## src/rtl/ahb_pkg.sv

```systemverilog
// Shared AHB encodings, master FSM states and the latched command payload.
package ahb_pkg;

    localparam int unsigned AHB_AW = 32;
    localparam int unsigned AHB_DW = 32;

    localparam logic [1:0] HTRANS_IDLE   = 2'b00;
    localparam logic [1:0] HTRANS_BUSY   = 2'b01;
    localparam logic [1:0] HTRANS_NONSEQ = 2'b10;
    localparam logic [1:0] HTRANS_SEQ    = 2'b11;

    localparam logic [1:0] HRESP_OKAY  = 2'b00;
    localparam logic [1:0] HRESP_ERROR = 2'b01;
    localparam logic [1:0] HRESP_RETRY = 2'b10;
    localparam logic [1:0] HRESP_SPLIT = 2'b11;

    typedef enum logic [2:0] {
        MST_IDLE    = 3'd0,
        MST_REQ     = 3'd1,
        MST_ADDR    = 3'd2,
        MST_DATA    = 3'd3,
        MST_BACKOFF = 3'd4
    } mst_state_e;

    typedef struct packed {
        logic              write;
        logic [AHB_AW-1:0] addr;
        logic [AHB_DW-1:0] wdata;
    } mst_cmd_t;

    // RETRY and SPLIT both ask the master to give up the bus and re-arbitrate.
    function automatic logic is_retry(input logic [1:0] resp);
        return (resp == HRESP_RETRY) || (resp == HRESP_SPLIT);
    endfunction

endpackage

```

## src/rtl/ahb_master_interface_if.sv

```systemverilog
// AHB master-side bus signals (arbiter request/grant plus address/data phases).
interface ahb_master_interface_if;
    import ahb_pkg::*;

    logic              hbusreq;
    logic              hgrant;
    logic [AHB_AW-1:0] haddr;
    logic              hwrite;
    logic [1:0]        htrans;
    logic [AHB_DW-1:0] hwdata;
    logic [AHB_DW-1:0] hrdata;
    logic              hready;
    logic [1:0]        hresp;

    modport master (
        output hbusreq, haddr, hwrite, htrans, hwdata,
        input  hgrant, hrdata, hready, hresp
    );

    modport slave (
        input  hbusreq, haddr, hwrite, htrans, hwdata,
        output hgrant, hrdata, hready, hresp
    );

endinterface

```

## src/rtl/ahb_mst_timeout.sv

```systemverilog
// Data-phase wait-state watchdog; only built with AHB_MST_TIMEOUT_EN.
module ahb_mst_timeout #(
    parameter int unsigned TIMEOUT_CYCLES = 16
) (
    input  logic clk,
    input  logic rst_n,
    input  logic count_en,
    output logic expired_c
);

    localparam int unsigned CW = $clog2(TIMEOUT_CYCLES + 1);

    logic [CW-1:0] cnt_q;
    logic [CW-1:0] cnt_d;

    // Count consecutive waiting cycles; any non-waiting cycle clears.
    always_comb begin
        cnt_d = '0;
        if (count_en) begin
            cnt_d = cnt_q + CW'(1);
        end
    end

    // Fires on the TIMEOUT_CYCLES-th consecutive waiting cycle.
    assign expired_c = count_en && (cnt_q == CW'(TIMEOUT_CYCLES - 1));

    // Counter register.
    always_ff @(posedge clk or negedge rst_n) begin
        if (!rst_n) begin
            cnt_q <= '0;
        end else begin
            cnt_q <= cnt_d;
        end
    end

endmodule

```

## src/rtl/ahb_master_interface.sv

```systemverilog
// AHB single-transfer master: local read/write commands to NONSEQ transfers,
// with RETRY/SPLIT re-arbitration. Optional wait-state timeout via the
// AHB_MST_TIMEOUT_EN macro.
module ahb_master_interface
    import ahb_pkg::*;
#(
    parameter int unsigned MAX_RETRY = 4
`ifdef AHB_MST_TIMEOUT_EN
    , parameter int unsigned TIMEOUT_CYCLES = 16
`endif
) (
    input  logic                  hclk,
    input  logic                  hresetn,
    input  logic                  cmd_valid,
    output logic                  cmd_ready,
    input  logic                  cmd_write,
    input  logic [AHB_AW-1:0]     cmd_addr,
    input  logic [AHB_DW-1:0]     cmd_wdata,
    output logic                  resp_valid,
    output logic [AHB_DW-1:0]     resp_rdata,
    output logic                  resp_err,
    ahb_master_interface_if.master bus
);

    localparam int unsigned RCW = $clog2(MAX_RETRY + 1);

    mst_state_e state_q, state_d;
    mst_cmd_t   cmd_q, cmd_d;
    logic [RCW-1:0]    retry_cnt_q, retry_cnt_d;
    logic              hbusreq_q, hbusreq_d;
    logic [1:0]        htrans_q, htrans_d;
    logic [AHB_AW-1:0] haddr_q, haddr_d;
    logic              hwrite_q, hwrite_d;
    logic [AHB_DW-1:0] hwdata_q, hwdata_d;
    logic              resp_valid_q, resp_valid_d;
    logic [AHB_DW-1:0] resp_rdata_q, resp_rdata_d;
    logic              resp_err_q, resp_err_d;
    logic              timeout_c;
    logic              retry_done_c;

`ifdef AHB_MST_TIMEOUT_EN
    logic wait_c;

    // Only the address and data phases can stall on hready.
    assign wait_c = ((state_q == MST_ADDR) || (state_q == MST_DATA)) && !bus.hready;

    ahb_mst_timeout #(
        .TIMEOUT_CYCLES (TIMEOUT_CYCLES)
    ) u_timeout (
        .clk       (hclk),
        .rst_n     (hresetn),
        .count_en  (wait_c),
        .expired_c (timeout_c)
    );
`else
    assign timeout_c = 1'b0;
`endif

    assign retry_done_c = (retry_cnt_q >= RCW'(MAX_RETRY));
    assign cmd_ready    = (state_q == MST_IDLE);

    // State register.
    always_ff @(posedge hclk or negedge hresetn) begin
        if (!hresetn) begin
            state_q <= MST_IDLE;
        end else begin
            state_q <= state_d;
        end
    end

    // Next-state decode.
    always_comb begin
        state_d = state_q;
        case (state_q)
            MST_IDLE: begin
                if (cmd_valid) state_d = MST_REQ;
            end
            MST_REQ: begin
                if (bus.hgrant && bus.hready) state_d = MST_ADDR;
            end
            MST_ADDR: begin
                if (timeout_c)       state_d = MST_IDLE;
                else if (bus.hready) state_d = MST_DATA;
            end
            MST_DATA: begin
                if (bus.hready)                state_d = MST_IDLE;
                else if (is_retry(bus.hresp))  state_d = MST_BACKOFF;
                else if (timeout_c)            state_d = MST_IDLE;
            end
            MST_BACKOFF: begin
                if (bus.hready) state_d = retry_done_c ? MST_IDLE : MST_REQ;
            end
            default: state_d = MST_IDLE;
        endcase
    end

    // Registered bus/response outputs per state.
    always_comb begin
        cmd_d        = cmd_q;
        retry_cnt_d  = retry_cnt_q;
        hbusreq_d    = hbusreq_q;
        htrans_d     = htrans_q;
        haddr_d      = haddr_q;
        hwrite_d     = hwrite_q;
        hwdata_d     = hwdata_q;
        resp_valid_d = 1'b0;
        resp_rdata_d = resp_rdata_q;
        resp_err_d   = resp_err_q;
        case (state_q)
            MST_IDLE: begin
                if (cmd_valid) begin
                    cmd_d.write = cmd_write;
                    cmd_d.addr  = cmd_addr;
                    cmd_d.wdata = cmd_wdata;
                    retry_cnt_d = '0;
                    hbusreq_d   = 1'b1;
                end
            end
            MST_REQ: begin
                if (bus.hgrant && bus.hready) begin
                    haddr_d  = cmd_q.addr;
                    hwrite_d = cmd_q.write;
                    htrans_d = HTRANS_NONSEQ;
                end
            end
            MST_ADDR: begin
                if (timeout_c) begin
                    htrans_d     = HTRANS_IDLE;
                    hbusreq_d    = 1'b0;
                    resp_valid_d = 1'b1;
                    resp_err_d   = 1'b1;
                    resp_rdata_d = '0;
                end else if (bus.hready) begin
                    htrans_d  = HTRANS_IDLE;
                    hbusreq_d = 1'b0;
                    hwdata_d  = cmd_q.wdata;
                end
            end
            MST_DATA: begin
                if (bus.hready) begin
                    // A one-cycle RETRY/SPLIT is malformed and treated as an error.
                    resp_valid_d = 1'b1;
                    if (bus.hresp == HRESP_OKAY) begin
                        resp_err_d   = 1'b0;
                        resp_rdata_d = cmd_q.write ? '0 : bus.hrdata;
                    end else begin
                        resp_err_d   = 1'b1;
                        resp_rdata_d = '0;
                    end
                end else if (is_retry(bus.hresp)) begin
                    retry_cnt_d = retry_cnt_q + RCW'(1);
                end else if (timeout_c) begin
                    resp_valid_d = 1'b1;
                    resp_err_d   = 1'b1;
                    resp_rdata_d = '0;
                end
            end
            MST_BACKOFF: begin
                if (bus.hready) begin
                    if (retry_done_c) begin
                        resp_valid_d = 1'b1;
                        resp_err_d   = 1'b1;
                        resp_rdata_d = '0;
                    end else begin
                        hbusreq_d = 1'b1;
                    end
                end
            end
            default: ;
        endcase
    end

    // Datapath and output registers.
    always_ff @(posedge hclk or negedge hresetn) begin
        if (!hresetn) begin
            cmd_q        <= '0;
            retry_cnt_q  <= '0;
            hbusreq_q    <= 1'b0;
            htrans_q     <= HTRANS_IDLE;
            haddr_q      <= '0;
            hwrite_q     <= 1'b0;
            hwdata_q     <= '0;
            resp_valid_q <= 1'b0;
            resp_rdata_q <= '0;
            resp_err_q   <= 1'b0;
        end else begin
            cmd_q        <= cmd_d;
            retry_cnt_q  <= retry_cnt_d;
            hbusreq_q    <= hbusreq_d;
            htrans_q     <= htrans_d;
            haddr_q      <= haddr_d;
            hwrite_q     <= hwrite_d;
            hwdata_q     <= hwdata_d;
            resp_valid_q <= resp_valid_d;
            resp_rdata_q <= resp_rdata_d;
            resp_err_q   <= resp_err_d;
        end
    end

    assign bus.hbusreq = hbusreq_q;
    assign bus.htrans  = htrans_q;
    assign bus.haddr   = haddr_q;
    assign bus.hwrite  = hwrite_q;
    assign bus.hwdata  = hwdata_q;
    assign resp_valid  = resp_valid_q;
    assign resp_rdata  = resp_rdata_q;
    assign resp_err    = resp_err_q;

endmodule

```

## src/flat_wrapper.sv

```systemverilog
// flat-port wrapper written by rule: the top's interface ports become plain ports
module ahb_master_interface_flat import ahb_pkg::*;
#(
    parameter int unsigned MAX_RETRY = 4

)
  (hclk, hresetn, cmd_valid, cmd_ready, cmd_write, cmd_addr, cmd_wdata, resp_valid, resp_rdata, resp_err, bus_hbusreq, bus_haddr, bus_hwrite, bus_htrans, bus_hwdata, bus_hgrant, bus_hrdata, bus_hready, bus_hresp);
  ahb_master_interface_if bus_i ();
  input  logic hclk;
  input  logic hresetn;
  input  logic cmd_valid;
  output logic cmd_ready;
  input  logic cmd_write;
  input  logic [AHB_AW-1:0] cmd_addr;
  input  logic [AHB_DW-1:0] cmd_wdata;
  output logic resp_valid;
  output logic [AHB_DW-1:0] resp_rdata;
  output logic resp_err;
  output wire logic [$bits(bus_i.hbusreq)-1:0] bus_hbusreq;
  output wire logic [$bits(bus_i.haddr)-1:0] bus_haddr;
  output wire logic [$bits(bus_i.hwrite)-1:0] bus_hwrite;
  output wire logic [$bits(bus_i.htrans)-1:0] bus_htrans;
  output wire logic [$bits(bus_i.hwdata)-1:0] bus_hwdata;
  input wire logic [$bits(bus_i.hgrant)-1:0] bus_hgrant;
  input wire logic [$bits(bus_i.hrdata)-1:0] bus_hrdata;
  input wire logic [$bits(bus_i.hready)-1:0] bus_hready;
  input wire logic [$bits(bus_i.hresp)-1:0] bus_hresp;
  assign bus_hbusreq = bus_i.hbusreq;
  assign bus_haddr = bus_i.haddr;
  assign bus_hwrite = bus_i.hwrite;
  assign bus_htrans = bus_i.htrans;
  assign bus_hwdata = bus_i.hwdata;
  assign bus_i.hgrant = bus_hgrant;
  assign bus_i.hrdata = bus_hrdata;
  assign bus_i.hready = bus_hready;
  assign bus_i.hresp = bus_hresp;
  ahb_master_interface #(.MAX_RETRY(MAX_RETRY)) u_core (.hclk(hclk), .hresetn(hresetn), .cmd_valid(cmd_valid), .cmd_ready(cmd_ready), .cmd_write(cmd_write), .cmd_addr(cmd_addr), .cmd_wdata(cmd_wdata), .resp_valid(resp_valid), .resp_rdata(resp_rdata), .resp_err(resp_err), .bus(bus_i));
endmodule
```

## config.mk

```make
export PLATFORM = sky130hd
export DESIGN_NAME = ahb_master_interface_flat
export DESIGN_NICKNAME = d
export VERILOG_FILES = /design/src/rtl/ahb_pkg.sv /design/src/rtl/ahb_master_interface_if.sv /design/src/rtl/ahb_mst_timeout.sv /design/src/rtl/ahb_master_interface.sv /design/src/flat_wrapper.sv
export SDC_FILE = /design/constraint.sdc
export NUM_CORES = 1
export LEC_CHECK = 0
export CORE_ASPECT_RATIO = 1.1
export CORE_MARGIN = 2
export CORE_UTILIZATION = 30
export CTS_CLUSTER_DIAMETER = 100
export DETAILED_ROUTE_END_ITERATION = 6
export HOLD_SLACK_MARGIN = 0.06
export PLACE_DENSITY = 0.56
export SLEW_MARGIN = 20
export SYNTH_ARGS = -nofsm -noshare
export SYNTH_HDL_FRONTEND = slang
export SYNTH_HIERARCHICAL = 1
export SYNTH_SLANG_ARGS = --single-unit
```

## constraint.sdc

```tcl
create_clock -name hclk -period 1.71 [get_ports hclk]
set_input_delay 0.342 -clock hclk [delete_from_list [all_inputs] [get_ports hclk]]
set_output_delay 0.342 -clock hclk [all_outputs]
set_load 0.05 [all_outputs]
```

==> out/metrics.yaml <==
worst_setup_path_end_kind: "register"
outcome: "finished, violations left"
place.gp.congestion: 0.782
clkTransAtPathRegs_ns: 0.08
pre_cts_ws_ns: -0.336
seq_power_share_pct: 32.8
vias: 4309
p_int_mw: 12.8
syn_to_final_growth_pct: 53.8
core_mm2: 0.0214
final.min_clock_period_ns: 1.77
cp_max_fo: 6
drt_iter0_markers: 119
hold_violations: 0
synthAdderAreaFrac_pct: 0.190
cts_root_buf: "clkbuf_16"
yosys.area_share.xor_xnor_pct: 0
p_per_area_mw_per_mm2: 2140
cp.required_ns: 2.01
clock_latency_ns: 0.43
chipWidth_um: 145
ys_types: 29
yosys.area.top_type: "dfrtp_1"
nets: 757
antenna_found_initial: 0
p_comb_share_pct: 49.1
synth-compound-area-share_pct: 5.55
drt_wl_total_mm: 16.6
synth_top_area_share_pct: 65.4
cts_max_path_buffers: 2
synthTopCellsByCount: "172 x dfrtp_1, 132 x mux2_2, 32 x a22o_1"
synth.area.mux_share_pct: 22.7
synth_edf_count: 0
cap_violations: 0
cts_tree: "yes"
grt_pass1_wl_mm: 25.8
p_total_mw: 21.7
synth-main-ff-cell: "dfrtp_1"
grt_pass1_vias: 4809
initial_core_util_pct: 30.7
synth_area_leaders: "dfrtp_1 65%, mux2_2 23%, a22o_1 4.3%"
hold_path_class: "primary input to async pin"
die-area_mm2: 0.0231
critPathLaunchType: "register"
ys_async_sr_fraction_pct: 100
finClkSkew_ns: 0.0114
ys_seq_area_share_pct: 65.4
io_buffers: 205
clockPowerShare_pct: 18.0
syn_area_mm2: 0.00658
crit_type: "register to register"
ys_ff_latch: 172
fmax_mhz: 566
antenna_cells: 0
violations: "setup timing"
rsz0062_at_grt: "yes"
drc: 0
num_rows: 56
swShare_pct: 40.9
p_leak_nw: 4.68
io_pins: 207
grt_max_degree: 50
cp.arrival_ns: 2.07
antenna_left: 0
post_drt_wl_per_cell_um: 17.4
cts_buffers: 17
cts-htree-levels: 4
drive_above_1_share_pct: 48.7
fillers: 1929
layout_setup_ws_ns: -0.0570
grt-ovfl-total: 0
ir_worst_vdd_uv: 842
setup_violations: 61
die_h_um: 159
grt_usage_pct: 14.0
period_share_pct: 103
dp_hpwl_mm: 10.9
firstDrtPassIters: 4
ys.warnings.count: 6
p_switching_mw: 8.86
cts_num_sinks: 172
finalSetupTns_ns: -1.50
synth_top_family_by_area: "multiplexers"
yosys.cell_count.top_type: "dfrtp_1"
syn_nets: 512
synth_cells: 407
yosys.area_share.simple_pct: 3.06
vias_per_cell: 4.51
synthesis.area_per_instance_um2: 16.2
slew_viol_final: 0
## worst max-delay path, cell delays in order, from the launching register on
cell and delay, ns:
dfrtp_2 0.45, buf_12 0.15, nor4b_4 0.34, buf_6 0.20, buf_4 0.17, mux2_2 0.34
## power by group through the flow
| stage | registers, mW | clock network, mW | logic, mW |
|---|---|---|---|
| after floorplan | 10.6 | 0 | 2.77 |
| after global placement | 7.06 | 0 | 9.39 |
| after detailed placement | 7.15 | 0 | 9.54 |
| after CTS | 7.08 | 4.04 | 9.87 |
| after global routing | 7.38 | 4.23 | 11.1 |
| final | 7.12 | 3.90 | 10.6 |
## kinds of logic (layout without fill, tap and decap cells)
group / count (synthesis) / after routing
compound gates: 45 / 45
flops: 172 / 172
simple gates: 26 / 26
buf+inv: 29 / 287
mux: 133 / 133
other cells: 1 / 1
fa+ha+maj: 1 / 1
## path summary, 6_finish.rpt
kind | end | startpoint | depth (start not counted) | slack [ns]
setup reg to reg | u_core/cmd_q[18] | u_core/state_q[0] | 5 | -0.06
hold reg to reg | u_core/retry_cnt_q[0] | u_core/retry_cnt_q[0] | 1 | 0.50
max in group asynchronous | u_core/bus.haddr[11] | hresetn | 3 | 0.61
hold / removal | u_core/resp_rdata[20] | hresetn | 2 | 0.42
min in group hclk | u_core/retry_cnt_q[0] | u_core/retry_cnt_q[0] | 1 | 0.50
setup / recovery | u_core/cmd_q[18] | u_core/state_q[0] | 5 | -0.06
## registers in the layout, summed over array words and instances (netlist names)
| register | count |
|---|---|
| u_core/bus.haddr | 32 |
| u_core/state_q | 3 |
| u_core/bus.hbusreq | 1 |
| u_core/resp_err | 1 |
| u_core/retry_cnt_q | 3 |
| u_core/cmd_q | 65 |
| u_core/resp_valid | 1 |
| u_core/resp_rdata | 32 |
| u_core/bus.hwrite | 1 |
| u_core/bus.hwdata | 32 |
| u_core/bus.htrans | 1 |
## per-layer routing
| metal | vias up | routed length, um | GRT usage [%] |
|---|---|---|---|
| li1 | 1954 | - | - |
| met1 | 2213 | 7090 | 17.1 |
| met2 | 129 | 8330 | 23.4 |
| met3 | 13 | 971 | 4.44 |
| met4 | 0 | 228 | 4.63 |
| met5 | - | 0 | 0 |
## area by class of cell
class	count	area, um2	area share (%)
Tap cell	290	363	3.59
Clock inverter	15	176	1.74
Timing Repair Buffer	251	2420	24.0
Multi-Input combinational cell	206	2410	23.8
Clock buffer	17	425	4.20
Sequential cell	172	4310	42.6
Inverter	4	15.0	0.148
## layout by cell type (no fill, tap or decap), drive strengths merged
cell type | synthesis | final
clkbuf | 0 | 20
buf | 25 | 145
clkinv | 0 | 6
inv | 4 | 12
nand2b | 2 | 2
nor4b | 1 | 1
conb | 1 | 1
o221a | 1 | 1
and3b | 2 | 2
ha | 1 | 1
nor4bb | 2 | 2
and3 | 1 | 1
a21oi | 6 | 6
clkdlybuf4s50 | 0 | 102
nor2 | 4 | 4
mux2 | 132 | 132
dfrtp | 172 | 172
nand4b | 2 | 2
o21ai | 5 | 5
a22o | 32 | 32
or3 | 1 | 1
nor4 | 1 | 1
nand2 | 3 | 3
mux2i | 1 | 1
nor3 | 3 | 3
bufinv | 0 | 1
nor2b | 3 | 3
o211ai | 1 | 1
dlygate4sd3 | 0 | 1
and4bb | 1 | 1
## what timing repair did
action                     4_1_cts  5_1_grt
pin swaps                        1        3
setup endpoints to repair       47       98
buffers inserted                 2        5
cloned                           1        5
hold buffers                     1        0
resized for setup               19       79
hold endpoints to repair        40        0
## metrics by stage
stage	hold WS, ns	util, %	cell area [um2]	cells
finish	0.417	47.2	10100	955
global route	0.448	47.2	10100	955
CTS	0.430	45.3	9720	946
detailed placement	0.314	41.9	8980	910
global placement	0.312	41.9	8980	910
floorplan	0.0464	-	6590	407
Power figures use the tool's default switching activity.
